[src/rtl/exu_wbck_arb.sv]
// Writeback arbiter: merges ALU and long-pipe writeback requests onto the
// integer register file write port through a single registered stage.
module exu_wbck_arb #(
    parameter int unsigned XLEN       = 32,
    parameter int unsigned RFIDX_W    = 5,
    parameter int unsigned STARVE_MAX = 4
) (
    input  logic               clk,
    input  logic               rst,

    input  logic               alu_wbck_valid,
    output logic               alu_wbck_ready,
    input  logic [RFIDX_W-1:0] alu_wbck_idx,
    input  logic [XLEN-1:0]    alu_wbck_dat,

    input  logic               longp_wbck_valid,
    output logic               longp_wbck_ready,
    input  logic [RFIDX_W-1:0] longp_wbck_idx,
    input  logic [XLEN-1:0]    longp_wbck_dat,

    output logic               rf_wbck_wen,
    output logic [RFIDX_W-1:0] rf_wbck_idx,
    output logic [XLEN-1:0]    rf_wbck_dat,

    output logic               fwd_valid,
    output logic [3:0]         starve_cnt
);

    localparam int unsigned   CNT_W      = 4;
    localparam logic [CNT_W-1:0] STARVE_LIM = CNT_W'(STARVE_MAX);

    logic               w_alu_win;
    logic               w_longp_win;
    logic               w_xfer;
    logic [RFIDX_W-1:0] w_sel_idx;
    logic [XLEN-1:0]    w_sel_dat;
    logic [CNT_W-1:0]   w_starve_nxt;

    logic               r_wen;
    logic [RFIDX_W-1:0] r_idx;
    logic [XLEN-1:0]    r_dat;
    logic [CNT_W-1:0]   r_starve_cnt;

    // Long pipe has priority unless the ALU has been starved for STARVE_MAX cycles
    always_comb begin
        w_alu_win    = 1'b0;
        w_longp_win  = 1'b0;
        w_xfer       = 1'b0;
        w_sel_idx    = longp_wbck_idx;
        w_sel_dat    = longp_wbck_dat;
        w_starve_nxt = '0;

        w_alu_win   = alu_wbck_valid && (!longp_wbck_valid || (r_starve_cnt == STARVE_LIM));
        w_longp_win = longp_wbck_valid && !w_alu_win;
        w_xfer      = (w_alu_win || w_longp_win) && !rst;

        if (w_alu_win) begin
            w_sel_idx = alu_wbck_idx;
            w_sel_dat = alu_wbck_dat;
        end

        if (alu_wbck_valid && w_longp_win) begin
            w_starve_nxt = (r_starve_cnt == STARVE_LIM) ? STARVE_LIM
                                                        : r_starve_cnt + CNT_W'(1);
        end
    end

    assign alu_wbck_ready   = w_alu_win && !rst;
    assign longp_wbck_ready = w_longp_win && !rst;

    // Output stage; x0 writes update idx/dat but never raise the strobe
    always_ff @(posedge clk or posedge rst) begin
        if (rst) begin
            r_wen        <= 1'b0;
            r_idx        <= '0;
            r_dat        <= '0;
            r_starve_cnt <= '0;
        end else begin
            r_starve_cnt <= w_starve_nxt;
            r_wen        <= w_xfer && (w_sel_idx != '0);
            if (w_xfer) begin
                r_idx <= w_sel_idx;
                r_dat <= w_sel_dat;
            end
        end
    end

    assign rf_wbck_wen = r_wen;
    assign rf_wbck_idx = r_idx;
    assign rf_wbck_dat = r_dat;
    assign fwd_valid   = r_wen;
    assign starve_cnt  = r_starve_cnt;

endmodule

[config.mk]
export PLATFORM = sky130hd
export DESIGN_NAME = exu_wbck_arb
export DESIGN_NICKNAME = d
export VERILOG_FILES = /design/src/rtl/exu_wbck_arb.sv
export SDC_FILE = /design/constraint.sdc
export NUM_CORES = 1
export LEC_CHECK = 0
export ABC_AREA = 1
export BUFFER_PORTS_ARGS = -buffer_cell sky130_fd_sc_hd__buf_2
export CORE_AREA = 5 5 88 90
export DETAILED_ROUTE_END_ITERATION = 7
export DIE_AREA = 0 0 93 95
export PLACE_DENSITY = 0.56
export SLEW_MARGIN = 20
export SYNTH_ARGS = -nofsm -noshare
export SYNTH_HDL_FRONTEND = slang
export SYNTH_SLANG_ARGS = --single-unit
[constraint.sdc]
create_clock -name clk -period 2.2 [get_ports clk]
set_input_delay 0.44 -clock clk [delete_from_list [all_inputs] [get_ports clk]]
set_output_delay 0.44 -clock clk [all_outputs]
set_load 0.01 [all_outputs]
### Word-level counts from Yosys, hierarchy flattened

Cells that the tools add are included.

| word-level totals | value |
|---|---|
| bits in registers | 42 |
| input bits | 78 |
| word-level logic and storage cells | 23 |

| operators by class | value |
|---|---|
| add/subtract/negate cells | 1 |
| eq/ne operators | 1 |
| mux-type cells | 4 |
| reductions and logical operators | 13 |

Operator list:

| cell | number |
|---|---|
| $mux W32 | 1 |
| $mux W4 | 2 |
| $logic_and A1 B1 Y1 | 7 |
| $mux W5 | 1 |
| $reduce_bool A5 Y1 | 1 |
| $add A4 B1 Y4 const B | 1 |
| $eq A4 B3 Y1 const B | 1 |
| $logic_not A1 Y1 | 3 |
| $logic_or A1 B1 Y1 | 2 |

### Longest topological paths before layout

Gate-level depths: netlist of run 1.

| logic depth | value |
|---|---|
| depth after elaboration | 8 |
| depth in mapped cells | 12 |
| gate-level depth less buffers | 11 |

### Worst setup path before layout of run 1

OpenSTA, ideal clock, no wires.

| timing | value |
|---|---|
| path type | input port to output port |
| start | in rst |
| end | out longp_wbck_ready |
| data arrival time | 1.702 ns |
| data required time | 1.760 ns |
| setup slack | 0.058 ns |
| stages on the path | 3 |
| buffers on the path | 0 |
| path through | inv_1 -> nand2_1 -> nor2_1 |

| on the way | value |
|---|---|
| longest elaborated chain between the ends | 2 |

RTL lines:

| element | RTL line | RTL |
|---|---|---|
| from (decl) | 9 | `input logic rst,` |
| $logic_not A1 Y1 (no source line) | n/a |  |
| $logic_and A1 B1 Y1 | 69 | `assign longp_wbck_ready = w_longp_win && !rst;` |
| to (decl) | 17 | `output logic longp_wbck_ready,` |

No other way between the ends.

### Worst setup path in the final report of run 1

| timing | value |
|---|---|
| start | reg r_starve_cnt[0] (netlist: starve_cnt[0]) |
| end | out longp_wbck_ready |

| on the way | value |
|---|---|
| longest elaborated chain between the ends | 6 |

RTL lines:

| element | RTL line | RTL |
|---|---|---|
| from (decl) | 42 | `logic [CNT_W-1:0] r_starve_cnt;` |
| from (signal assigned) | 79 | `r_starve_cnt <= w_starve_nxt;` |
| $eq A4 B3 Y1 | 53 | `w_alu_win = alu_wbck_valid && (!longp_wbck_valid \|\| (r_starve_cnt == STARVE_LIM));` |
| $logic_or A1 B1 Y1 | 53 |  |
| $logic_and A1 B1 Y1 | 53 |  |
| $logic_not A1 Y1 | 54 | `w_longp_win = longp_wbck_valid && !w_alu_win;` |
| $logic_and A1 B1 Y1 | 54 |  |
| $logic_and A1 B1 Y1 | 69 |  |

No other way between the ends.

==> results of run 1 <==
worst max path at each step:
| stage | from | end | slack [ns] | cells past startpoint |
|---|---|---|---|---|
| 2_1_floorplan | rst | longp_wbck_ready | 0.06 | 3 |
| 3_3_place_gp | starve_cnt[0]$_DFF_PP0_ | rf_wbck_idx[3]$_DFFE_PP0P_ | 0.38 | 11 |
| 3_5_place_dp | starve_cnt[0]$_DFF_PP0_ | fwd_valid$_DFF_PP0_ | 0.32 | 11 |
| 4_1_cts | starve_cnt[0]$_DFF_PP0_ | longp_wbck_ready | 0.03 | 8 |
| 5_1_grt | starve_cnt[0]$_DFF_PP0_ | longp_wbck_ready | 0.004 | 8 |
| 6_report | starve_cnt[0]$_DFF_PP0_ | longp_wbck_ready | 0.13 | 8 |
per-stage QoR:
stage	area [um^2]	instances	hold WS [ns]	utilization [%]	total power, uW
detailed placement	2676	435	0.4698	38.33	1375
finish	2776	443	0.2681	39.77	1868
global placement	2676	435	0.4636	38.33	1371
global route	2776	443	0.3053	39.77	1984
floorplan	2004	241	0.5155	-	1156
CTS	2768	443	0.2756	39.64	1908
cell families after synthesis:
logic type | after synthesis
xor gates and xnor gates | 1
adders and majority gates | 2
DFF | 42
buffers and inverters | 23
AOI/OAI and AO/OA | 72
and+or+nand+nor | 101
state kept, by name, summed over array words and instances (netlist names):
name         count
fwd_valid        1
rf_wbck_idx      5
rf_wbck_dat     32
starve_cnt       4
layout make-up:
class / instances / area, um^2 / area share [%]
clock buffer: 7 / 86.33 / 3.110
clock inverter: 1 / 5.005 / 0.1803
inverter: 7 / 27.53 / 0.9914
multi-input combinational: 176 / 835.8 / 30.10
sequential: 42 / 1051 / 37.85
tap: 82 / 102.6 / 3.695
timing repair buffer: 128 / 668.1 / 24.06
critical path, delay by kind of cell, from the launching register on:
| kind | cells | cell delay (ns) |
|---|---|---|
| simple gates | 4 | 0.46 |
| flops | 1 | 0.41 |
| buf+inv | 3 | 0.27 |
| fa+ha+maj | 1 | 0.21 |
synth_stat cells, types with 2 or more instances:
cell type	count	area share, %
nand2_1	46	8.6
nor2_1	44	8.2
dfrtp_1	42	52
o21ai_0	36	9.0
o21ai_1	28	7.0
buf_2	6	1.5
nand3_1	6	1.5
inv_1	5	0.94
a31oi_1	4	1.2
buf_4	4	1.5
clkbuf_1	3	0.56
a21oi_1	2	0.50
buf_6	2	1.1
ha_1	2	1.2
nand2_4	2	1.1
cell usage in the layout, fill, tap and decap left out:
| cell | count |
|---|---|
| buf_12 | 1 |
| nand2_1 | 46 |
| nand3_2 | 1 |
| clkinv_2 | 2 |
| nand2_2 | 1 |
| nand3_1 | 6 |
| clkbuf_8 | 6 |
| clkbuf_1 | 1 |
| o21ai_1 | 28 |
| o21ai_4 | 1 |
| nand2_8 | 1 |
| xnor2_1 | 1 |
| inv_2 | 2 |
| dfrtp_1 | 42 |
| ha_1 | 2 |
| buf_2 | 122 |
| nor2_1 | 44 |
| or3_1 | 1 |
| buf_4 | 5 |
| a21oi_1 | 2 |
| inv_1 | 4 |
| nand2_4 | 1 |
| a31oi_1 | 4 |
| o21ai_0 | 36 |
| o21ai_2 | 1 |
routing by layer:
metal,GRT usage (%),part of all wire (%)
met2,21.72,46
met1,18.24,45
met5,0,0
met3,4.303,8.7
met4,3.297,0.36
repair_timing:
action | 4_1_cts | 5_1_grt
resized for setup | 0 | 1
hold buffers | 0 | 0
endpoints found under the setup margin | 0 | 1
buffers inserted | 0 | 0
power groups by stage:
stage | combinational [uW] | clock [uW] | sequential, uW
global route | 492 | 563 | 929
finish | 435 | 516 | 917
detailed placement | 443 | 0 | 932
global placement | 438 | 0 | 933
floorplan | 177 | 0 | 978
CTS | 444 | 546 | 918
==> results by group, run 1 <==
GRT
  – Maximum number of pins on one net before global-route repair: 35
  – Global-route wire length before repair: roughly 9.7 mm
  – Vias in the first global route: ~2,000
  – Total global routing track utilization: a little over an eighth
  – Global-route congestion overflow total: 0
  – Number of antenna violations at the first check in global routing: 0

Timing
  – Count of endpoints failing hold in the final timing report: 0
  – Measured slew at the worst slew-check pin: around 0.37 ns
  – Relative slew margins: around three quarters
  – Final TNS setup: 0 ns
  – Unrepaired setup endpoints after global routing: false
  – Final WS setup: between 0.1 and 0.15 ns
  – Clock period minus final worst setup slack: about 2.1 ns
  – Final Skew: 0.003436 ns
  – FMAX: 484.2 MHz
  – Number of setup violations in the final report: 0
  – Final worst-path cycle share: between 90% and 100%
  – Slew Viols, Final: 0

Worst setup path
  – Element type at the critical path end: output pin
  – Critical path peak fanout: 23
  – Data arrival, critical path: around 1.6 ns
  – Startpoint type of the worst setup path: flip-flop
  – Library cell contributing the largest single delay on the critical path: dfrtp_1
  – Type of the setup path with the least slack: reg2out
  – Slowest stage delay, CP: 0.41 ns
  – Worst path cell trace: inv_1 -> ha_1 -> nand3_2 -> nand2_4 -> nand2_8 -> clkinv_2 -> nor2_1 -> buf_2
  – Worst reg2reg endpoint: fwd_valid$_DFF_PP0_
  – Length in cells of the worst reg-to-reg path: 11
  – CP required: 1.76 ns
  – R2R Setup Slk: around 0.4 ns
  – RR Startpoint: starve_cnt[0]$_DFF_PP0_

Finish
  – Share of layout cells above drive strength 1: between 30% and 40%
  – Diodes inserted: 0
  – Area added between synthesis and finish: 38.51%
  – Final-layout fill cell count: around 750
  – Count of nets after finishing: 440

Drt
  – Vias/cell: approximately 4.6
  – Starting DRC count in detailed routing: slightly below 70
  – Routed wire per std cell: 13.74 um
  – Count of unresolved DRC violations after routing: 0
  – Initial DRT Pass Iterations: 4
  – Sum of routed wire length over all layers: 6.086 mm
  – Routed vias: ~2,000
  – Routed Antenna Nets: 0

Power
  – Clock network fraction of total power: between 20 and 30%
  – Switching power as a share of total power: 29.89%
  – Switching power total: roughly 560 uW
  – Combinational share of power: 23.3%
  – Portion of total power attributed to sequential cells: about half
  – Pleak: around 0.0014 uW
  – Pwr Density: about 670 nW/um^2
  – Internal power contribution: approximately 1300 uW
  – Largest voltage drop on the vdd net: about 0.21 mV

Yosys
  – Seq/Total Area, Yosys: roughly 52%
  – Main combinational cell family by area after synthesis: simple AND/OR/NAND/NOR gates
  – Warning count from the yosys run: 0
  – Area share of xor/xnor cells in the synthesized design: less than 1%
  – Net count of the mapped netlist: about 320
  – Post-Syn Instances: ~240
  – Number of enable-type register cells in the synthesized netlist: 0
  – Synthesized-area fraction occupied by ao, oa, aoi and oai cells: between 10% and 20%
  – Basic-gate share of the synthesized area counting and, or, nand and nor cells: about a fifth
  – Number of unique standard cell types used by synthesis: 24
  – Seq cells post-synth: 42
  – Post-synthesis adder-cell area fraction: ~1.2%
  – Top flip-flop cell by instance count after synthesis: dfrtp_1
  – FFs w/ async S/R, synth: 100.0%
  – Mux share of post-synthesis cell area: 0%
  – Average cell area after synthesis: roughly 8.3 um^2
  – Summed instance area of the synthesized netlist: 2004 um^2

Clock network
  – CTS Buf Count: 5
  – Clk Tree Root Cell: clkbuf_8
  – Number of H-tree branching levels: 2
  – CTS tree: done
  – Clock network latency to the later pin of the worst-skew pair: just under 0.3 ns
  – Number of clock sinks seen by CTS: 42
  – Clock-pin slew on the worst setup and hold paths: about 0.08 ns
  – Number of buffers on the longest clock path: 2

Floorplanning
  – Height of the die: around 95 um
  – I/O pin count: ~120
  – Die Area: roughly 9000 um^2
  – Die boundary width: between 90 and 100 um
  – Initial Util: between 20% and 30%
  – Row cnt: 31
  – Core region area: ~7000 um^2

Status
  – Outcome: completed

Place
  – Global placer's final weighted congestion: a little under 0.8
  – Port Buffers: roughly 120
  – Placement-stage worst setup slack: about 0.32 ns
  – DP Wirelength: roughly 4.5 mm

Worst hold path
  – Path type of the worst min-delay path: in2async

Job
  – Max_cap viols: 0
No activity file was read; power rests on OpenSTA's default activity.
==> run 2: changes to the inputs <==
--- a/config.mk
+++ b/config.mk
@@ -7,11 +7,12 @@
 export LEC_CHECK = 0
 export ABC_AREA = 1
 export BUFFER_PORTS_ARGS = -buffer_cell sky130_fd_sc_hd__buf_2
-export CORE_AREA = 5 5 88 90
+export CORE_AREA = 5 5 78 73
 export DETAILED_ROUTE_END_ITERATION = 7
-export DIE_AREA = 0 0 93 95
-export PLACE_DENSITY = 0.56
+export DIE_AREA = 0 0 83 78
+export PLACE_DENSITY = 0.77
 export SLEW_MARGIN = 20
 export SYNTH_ARGS = -nofsm -noshare
 export SYNTH_HDL_FRONTEND = slang
 export SYNTH_SLANG_ARGS = --single-unit
+export TNS_END_PERCENT = 50
==> results by group, run 2 (same netlist as run 1, synthesis figures left out) <==
Timing
  – Measured slew at the worst slew-check pin: just under 0.6 ns
  – Final TNS setup: 0 ns
  – Final WS setup: 0.1406 ns
  – Slew Viols, Final: 0
  – Count of endpoints failing hold in the final timing report: 0
  – Final worst-path cycle share: 93.61%
  – Clock period minus final worst setup slack: about 2.1 ns
  – Relative slew margins: roughly three fifths
  – Unrepaired setup endpoints after global routing: false
  – FMAX: 485.6 MHz
  – Final Skew: 0.005430 ns
  – Number of setup violations in the final report: 0

Clock network
  – Number of clock sinks seen by CTS: 42
  – Clk Tree Root Cell: clkbuf_8
  – CTS Buf Count: 5
  – Number of H-tree branching levels: 2
  – Clock network latency to the later pin of the worst-skew pair: between 0.2 and 0.3 ns
  – Number of buffers on the longest clock path: 2
  – Gates resized, CTS repair: 0
  – CTS tree: done
  – Clock-pin slew on the worst setup and hold paths: around 0.080 ns
  – Cts-stage hold buffer count: 0
  – Buffer count from post-CTS setup fixing: 0

GRT
  – Total global routing track utilization: 17.78%
  – Number of antenna violations at the first check in global routing: 0
  – Vias in the first global route: between 2,000 and 2,500
  – Global-route congestion overflow total: 0
  – Global-route wire length before repair: a little under 10 mm
  – Maximum number of pins on one net before global-route repair: between 40 and 50

Worst setup path
  – Worst reg2reg endpoint: fwd_valid$_DFF_PP0_
  – Slowest stage delay, CP: ~0.41 ns
  – Type of the setup path with the least slack: reg2out
  – R2R Setup Slk: 0.38 ns
  – Library cell contributing the largest single delay on the critical path: dfrtp_1
  – Data arrival, critical path: about 1.6 ns
  – Startpoint type of the worst setup path: flip-flop
  – Element type at the critical path end: output pin
  – CP required: between 1.5 and 2 ns
  – Length in cells of the worst reg-to-reg path: 11
  – Critical path peak fanout: 23
  – Worst path cell trace: inv_1 -> ha_1 -> nand3_2 -> nand2_4 -> nand2_8 -> clkinv_2 -> nor2_1 -> buf_2
  – RR Startpoint: starve_cnt[0]$_DFF_PP0_

Drt
  – Top layer used by detailed routing: met4
  – Total met3 wirelength after detailed routing: between 400 and 500 um
  – Detailed-routed wire length on met2: 2.715 mm
  – Starting DRC count in detailed routing: slightly above 100
  – Initial DRT Pass Iterations: 4
  – Sum of routed wire length over all layers: roughly 5.6 mm
  – Routed vias: between 2,000 and 2,500
  – Routed Antenna Nets: 0
  – Vias/cell: approximately 4.8
  – Count of unresolved DRC violations after routing: 0
  – Routed length on met1: about 2.4 mm
  – Routed wire per std cell: about 13 um

Place
  – Port Buffers: between 100 and 150
  – Placement-stage worst setup slack: ~0.28 ns
  – Global placer's final weighted congestion: 0.7696
  – Placed cell area: 2635 um^2
  – DP Wirelength: ~4.1 mm

Finish
  – End-of-flow core utilization: a little under 60%
  – Area taken by flip-flops and latches: ~1100 um^2
  – Area of the multi-input gates: 835.8 um^2
  – Final-layout fill cell count: approximately 450
  – Area added between synthesis and finish: 36.64%
  – Diodes inserted: 0
  – Count of nets after finishing: about 440
  – Area of all placed cells without fillers: 2739 um^2
  – Most frequent cells in the layout: 122 x buf_2, 46 x nand2_1, 44 x nor2_1
  – Share of layout cells above drive strength 1: about two fifths
  – Most common cell after layout, fill and taps aside: buf_2
  – Flip-flop count of the largest register after layout: 32

Floorplanning
  – Row cnt: 24
  – I/O pin count: 123
  – Initial Util: 42.25%
  – Height of the die: roughly 78 um
  – Die boundary width: 83 um
  – Die Area: between 6000 and 7000 um^2
  – Core region area: 4745 um^2

Worst hold path
  – Path type of the worst min-delay path: in2async

Power
  – Pleak: ~0.0014 uW
  – Pwr Density: 677.5 nW/um^2
  – Largest voltage drop on the vdd net: 0.3073 mV

Status
  – Outcome: completed

Job
  – Max_cap viols: 0
==> run 2: changes by cell type in the layout (fill, tap and decap cells not counted), sizes merged <==
cell      delta
clkbuf       -1
clkinvlp     +1
buf          -1
==> run 2: stage by stage <==
stage               power [uW]  instances  hold slack [ns]
floorplan                 1156        241           0.5155
CTS                       1881        425          0.05563
global route              1983        425          0.05267
detailed placement        1366        417           0.3722
finish                    1856        425          0.05781
global placement          1354        417           0.3707
==> run 2: how the worst max path moves through the flow <==
stage | from | to | cells past startpoint
after detailed placement | starve_cnt[0]$_DFF_PP0_ | rf_wbck_idx[3]$_DFFE_PP0P_ | 11
after floorplan | rst | longp_wbck_ready | 3
after global placement | starve_cnt[0]$_DFF_PP0_ | fwd_valid$_DFF_PP0_ | 11
final | starve_cnt[0]$_DFF_PP0_ | longp_wbck_ready | 8
after CTS | starve_cnt[0]$_DFF_PP0_ | longp_wbck_ready | 8
after global routing | starve_cnt[0]$_DFF_PP0_ | longp_wbck_ready | 8
==> run 2: area by class of cell <==
type | count | area share (%)
flip-flops and latches | 42 | 38.37
well taps | 65 | 2.969
clock buffers | 6 | 3.015
inverters | 7 | 1.005
repair buffers | 127 | 23.66
multi-input cells | 176 | 30.52
clock inverters | 2 | 0.4568
==> run 2: worst max-delay path: cells and delay by family (launching register included) <==
family / cells / cell delay [ns]
and+or+nand+nor: 4 / 0.44
DFF: 1 / 0.41
buffers and inverters: 3 / 0.26
adders and majority gates: 1 / 0.21
==> run 2: report_power, final <==
group          total (uW)  switching (uW)  internal, uW
clock                 510             258           252
sequential            919            52.1           867
combinational         427             242           185
total                1860             552          1300
==> run 2: layer usage <==
metal / track usage (%) / vias up
met1: 22.55 / 944
met2: 29.81 / 81
met3: 5.508 / 6
li1: - / 1027
met4: 4.248 / 0
met5: 0 / -
